[config.mk]
export PLATFORM = sky130hd
export DESIGN_NAME = lane_collector
export DESIGN_NICKNAME = d
export VERILOG_FILES = /design/src/rtl/lane_collector.sv
export SDC_FILE = /design/constraint.sdc
export NUM_CORES = 2
export LEC_CHECK = 0
export BUFFER_PORTS_ARGS = -buffer_cell sky130_fd_sc_hd__buf_2
export CAP_MARGIN = 40
export CORE_ASPECT_RATIO = 0.75
export CORE_MARGIN = 2
export CORE_UTILIZATION = 62
export CTS_CLUSTER_SIZE = 24
export DETAILED_ROUTE_END_ITERATION = 7
export PLACE_DENSITY = 0.77
export SYNTH_ARGS = -nofsm -noshare
export SYNTH_HDL_FRONTEND = slang
export SYNTH_SLANG_ARGS = --single-unit
[constraint.sdc]
create_clock -name clk -period 4.8 [get_ports clk]
set_input_delay 0.72 -clock clk [delete_from_list [all_inputs] [get_ports clk]]
set_output_delay 0.72 -clock clk [all_outputs]
set_load 0.01 [all_outputs]
[src/rtl/lane_collector.sv]
// rtl/lane_collector.sv - captures a 25-lane burst and drains it one lane per valid/ack transfer
// Define PI_REORDER_EN to drain in pi order: position (x,y) carries input lane A[(x+3y) mod 5][x].
module lane_collector #(
  parameter int LANE_W = 64,
  parameter int LANES  = 25
) (
  input  logic              clk,
  input  logic              rst,
  input  logic              inStart,
  input  logic [LANE_W-1:0] laneIn,
  output logic              collReady,
  output logic [LANE_W-1:0] laneOut,
  output logic              laneOutValid,
  input  logic              laneOutAck,
  output logic [4:0]        laneOutIdx,
  output logic              done,
  output logic              overrun
);

  localparam logic [1:0] ST_IDLE    = 2'd0;
  localparam logic [1:0] ST_CAPTURE = 2'd1;
  localparam logic [1:0] ST_DRAIN   = 2'd2;

  logic [1:0]        state_q, state_d;
  logic [4:0]        wp_q, wp_d;
  logic [2:0]        x_q, x_d;
  logic [2:0]        y_q, y_d;
  logic              overrun_q, overrun_d;
  logic [LANE_W-1:0] lanes_q [LANES];
  logic              xfer;
  logic              last_pos;
  logic [4:0]        src_idx;

  assign collReady    = (state_q == ST_IDLE);
  assign laneOutValid = (state_q == ST_DRAIN);
  assign xfer         = laneOutValid & laneOutAck;
  assign last_pos     = (x_q == 3'd4) && (y_q == 3'd4);
  assign done         = xfer & last_pos;
  assign overrun      = overrun_q;

  // x + 5y built from shifts and adds
  assign laneOutIdx = {2'b00, x_q} + {y_q[2:0], 2'b00} + {2'b00, y_q};

`ifdef PI_REORDER_EN
  function automatic logic [2:0] mod5_add(input logic [2:0] a, input logic [2:0] b);
    logic [3:0] s;
    s = {1'b0, a} + {1'b0, b};
    return (s >= 4'd5) ? 3'(s - 4'd5) : 3'(s);
  endfunction

  logic [2:0] rot;
  // (x + 3y) mod 5 accumulated one y at a time so each sum stays below 10
  assign rot     = mod5_add(mod5_add(mod5_add(x_q, y_q), y_q), y_q);
  assign src_idx = {2'b00, rot} + {x_q, 2'b00} + {2'b00, x_q};
`else
  assign src_idx = laneOutIdx;
`endif

  assign laneOut = lanes_q[src_idx];

  always_ff @(posedge clk) begin
    if (state_q == ST_CAPTURE) begin
      lanes_q[wp_q] <= laneIn;
    end
  end

  always_comb begin
    state_d   = state_q;
    wp_d      = wp_q;
    x_d       = x_q;
    y_d       = y_q;
    overrun_d = overrun_q | (inStart & (state_q != ST_IDLE));
    case (state_q)
      ST_IDLE: begin
        if (inStart) begin
          state_d = ST_CAPTURE;
          wp_d    = 5'd0;
        end
      end
      ST_CAPTURE: begin
        wp_d = wp_q + 5'd1;
        if (wp_q == 5'(LANES - 1)) begin
          state_d = ST_DRAIN;
          wp_d    = 5'd0;
          x_d     = 3'd0;
          y_d     = 3'd0;
        end
      end
      ST_DRAIN: begin
        if (xfer) begin
          if (x_q == 3'd4) begin
            x_d = 3'd0;
            if (y_q == 3'd4) begin
              y_d     = 3'd0;
              state_d = ST_IDLE;
            end else begin
              y_d = y_q + 3'd1;
            end
          end else begin
            x_d = x_q + 3'd1;
          end
        end
      end
      default: state_d = ST_IDLE;
    endcase
  end

  always_ff @(posedge clk or negedge rst) begin
    if (!rst) begin
      state_q   <= ST_IDLE;
      wp_q      <= 5'd0;
      x_q       <= 3'd0;
      y_q       <= 3'd0;
      overrun_q <= 1'b0;
    end else begin
      state_q   <= state_d;
      wp_q      <= wp_d;
      x_q       <= x_d;
      y_q       <= y_d;
      overrun_q <= overrun_d;
    end
  end

endmodule
==> flow_metrics.tcl <==
set metrics [dict create \
    outcome "finished, violations left" \
    violations "setup timing" \
    setup_ws_ns -0.394 \
    clock_sinks 1614 \
    ys_ff_latch 1614 \
    fp.dieH_microns 278 \
    dieArea_sq_um 103000 \
    worstPathMaxFanout 6 \
    ys_warn_count 0 \
    max_cap_violations 0 \
    place_ws_ns 0.264 \
    antenna_found_initial 9 \
    crit_required_ns 4.08 \
    cts_buffers 148 \
    wl_per_cell_microns 35.8 \
    r2r_slack_ns 1.80 \
    cts_tree "built" \
    h-tree-depth 4 \
    drt_pass1_iterations 6 \
    drive_above_1_share 0.353 \
    drtIter0Drc 5843 \
    postSynthCellCount 2786 \
    min_path_type "in2reg" \
    overflow 0 \
    insertion_delay_ns 0.77 \
    vias 32100 \
    dieWidth_microns 370 \
    synth_edf_count 1600 \
    grt_use_total 0.311 \
    timing.fmax_ghz 0.193 \
    crit_type "reg2out" \
    fin_crit_ns 5.19 \
    fp-row-count 100 \
    cts.clk_slew.worst_paths_ns 0.07 \
    initial_core_util 0.626 \
    tightest_slew_ns 0.943 \
    fp.coreArea_sq_um 99300 \
    area_growth_pct 17.7 \
    dp_hpwl_microns 78200 \
    arrival_ns 4.47 \
    routed_via_density 7.00 \
    multi_input_area_sq_um 14000 \
    rsz0062_at_grt "true" \
    cts-root-buf "clkbuf_16" \
    leakage_uw 0.0230 \
    grt_pass1_vias 32500 \
    drc 0 \
    post-route-period-util 1.08 \
    netlist_area_sq_um 62200 \
    finalNetCount 3219 \
    grt_max_degree 73 \
    seqCellArea_sq_um 48400 \
    synth-async-reset-ratio 0.00867 \
    slew_headroom 0.370 \
    setup_viol 64 \
    grt_pass1_wl_microns 227000 \
    synth_fp_nets 2869 \
    place_congestion 0.785 \
    wirelength_microns 164000 \
    worst_setup_path_start_kind "register" \
    fin_cells 4585 \
    hold_viol_final 0 \
    endpoint_kind "output port" \
    finClkSkew_ns 0.0249 \
    drv_slew 0 \
    post_synth.cell_area_avg_sq_um 22.3 \
    synth_cell_types 44 \
    placed_cells 4236 \
    power_density_nw_per_um2 466 \
    setup_tns_ns -16.17 \
    io-pin-count 141 \
    synth-main-ff-cell "edfxtp_1" \
    seq_area_frac_synth 0.778 \
    peakVddDrop_mv 0.397 \
    fillers 5060 \
    antenna_left 0 \
    hold_slack_ns 0.228 \
    port_buffers 140 \
    cts_buffer_depth 3 \
]
## final cells by class
type                            count  share of cell area
Multi-Input combinational cell   1010               0.192
Antenna cell                        8            0.000274
Sequential cell                  1614               0.662
Clock inverter                     90              0.0129
Inverter                           14            0.000718
Timing Repair Buffer              348              0.0580
Tap cell                         1326              0.0227
Clock buffer                      175              0.0523
## stage by stage
stage	util	cell area, sq um	total power (uW)
floorplan	-	62200	20100
global placement	0.660	65600	21900
detailed placement	0.664	65900	22200
CTS	0.726	72100	33900
global route	0.736	73200	34900
finish	0.736	73200	34100
## worst max-delay path, cell delays in order (launching register included)
cell and delay [ns]:
dfrtp_2 0.38, inv_2 0.05, fa_1 0.56, inv_2 0.05, fa_4 0.80, buf_12 0.13
buf_16 0.14, buf_12 0.14, buf_16 0.14, mux4_2 0.33, mux2_4 0.29, mux4_2 0.55
buf_6 0.16
## cell families (layout without fill, tap and decap cells)
logic type	Yosys count	count (layout)	share of synthesized area
other	0	8	0
flip-flops	1614	1614	0.778
multiplexers	570	570	0.169
adder cells (fa/ha/maj)	15	15	0.00326
AO/OA/AOI/OAI	222	222	0.0236
AND/OR/NAND/NOR	202	202	0.0133
XOR/XNOR	1	1	0.000262
buffers and inverters	162	627	0.0126
## sequential cells by signal, summed over array words and instances, names as in the netlist
name	count
lanes_q	1600
wp_q	5
x_q	3
y_q	3
state_q	2
overrun	1
## where the power goes
part           total (uW)  switching, uW  internal, uW
logic                4790           2980          1800
registers           17600            424         17200
clock network       11700           5240          6510
## cells in the final DEF (no fill, tap or decap), drive strengths merged, types with 26 or more instances in the layout
master	count
mux2	114
buf	333
mux2i	86
nand2	121
a211o	26
mux4	370
nor2	57
clkinv	62
a21oi	90
edfxtp	1600
o21ai	26
clkbuf	189
## layer usage
layer  up-vias  track usage  share of wire
met5         -            0        0.00021
met4         6        0.103          0.033
met3       416       0.0641           0.13
met2      2608        0.482           0.48
met1     16700        0.455           0.35
li1      12400            -              -
## cells in the mapped netlist (all sizes together), types with 19 or more instances
master   instances  area (sq um)
a211o           26           228
a21oi           90           450
buf             87           502
clkbuf          61           229
edfxtp        1600         48000
mux2           114          1280
mux2i           86           861
mux4           370          8330
nand2          121           454
nor2            57           214
o21ai           26           130
o2bb2ai         19           166
## final timing paths
kind                       cells after the start  startpoint            end
max                                           12      y_q[0]    laneOut[48]
min                                            3     inStart     state_q[0]
max reg2reg                                    4  state_q[0]  lanes_q[4][3]
min reg2reg                                    1     overrun        overrun
max in group asynchronous                      2         rst         y_q[1]
min in group asynchronous                      2         rst        wp_q[4]
## what timing repair did
item	CTS	global route
gates resized for setup	141	129
endpoints found under the hold margin	14	0
hold buffers	1	0
cloned	18	14
pin swaps	26	51
setup buffers	32	21
setup endpoints to repair	64	64
Note: power is estimated with default switching activity, not from simulation.
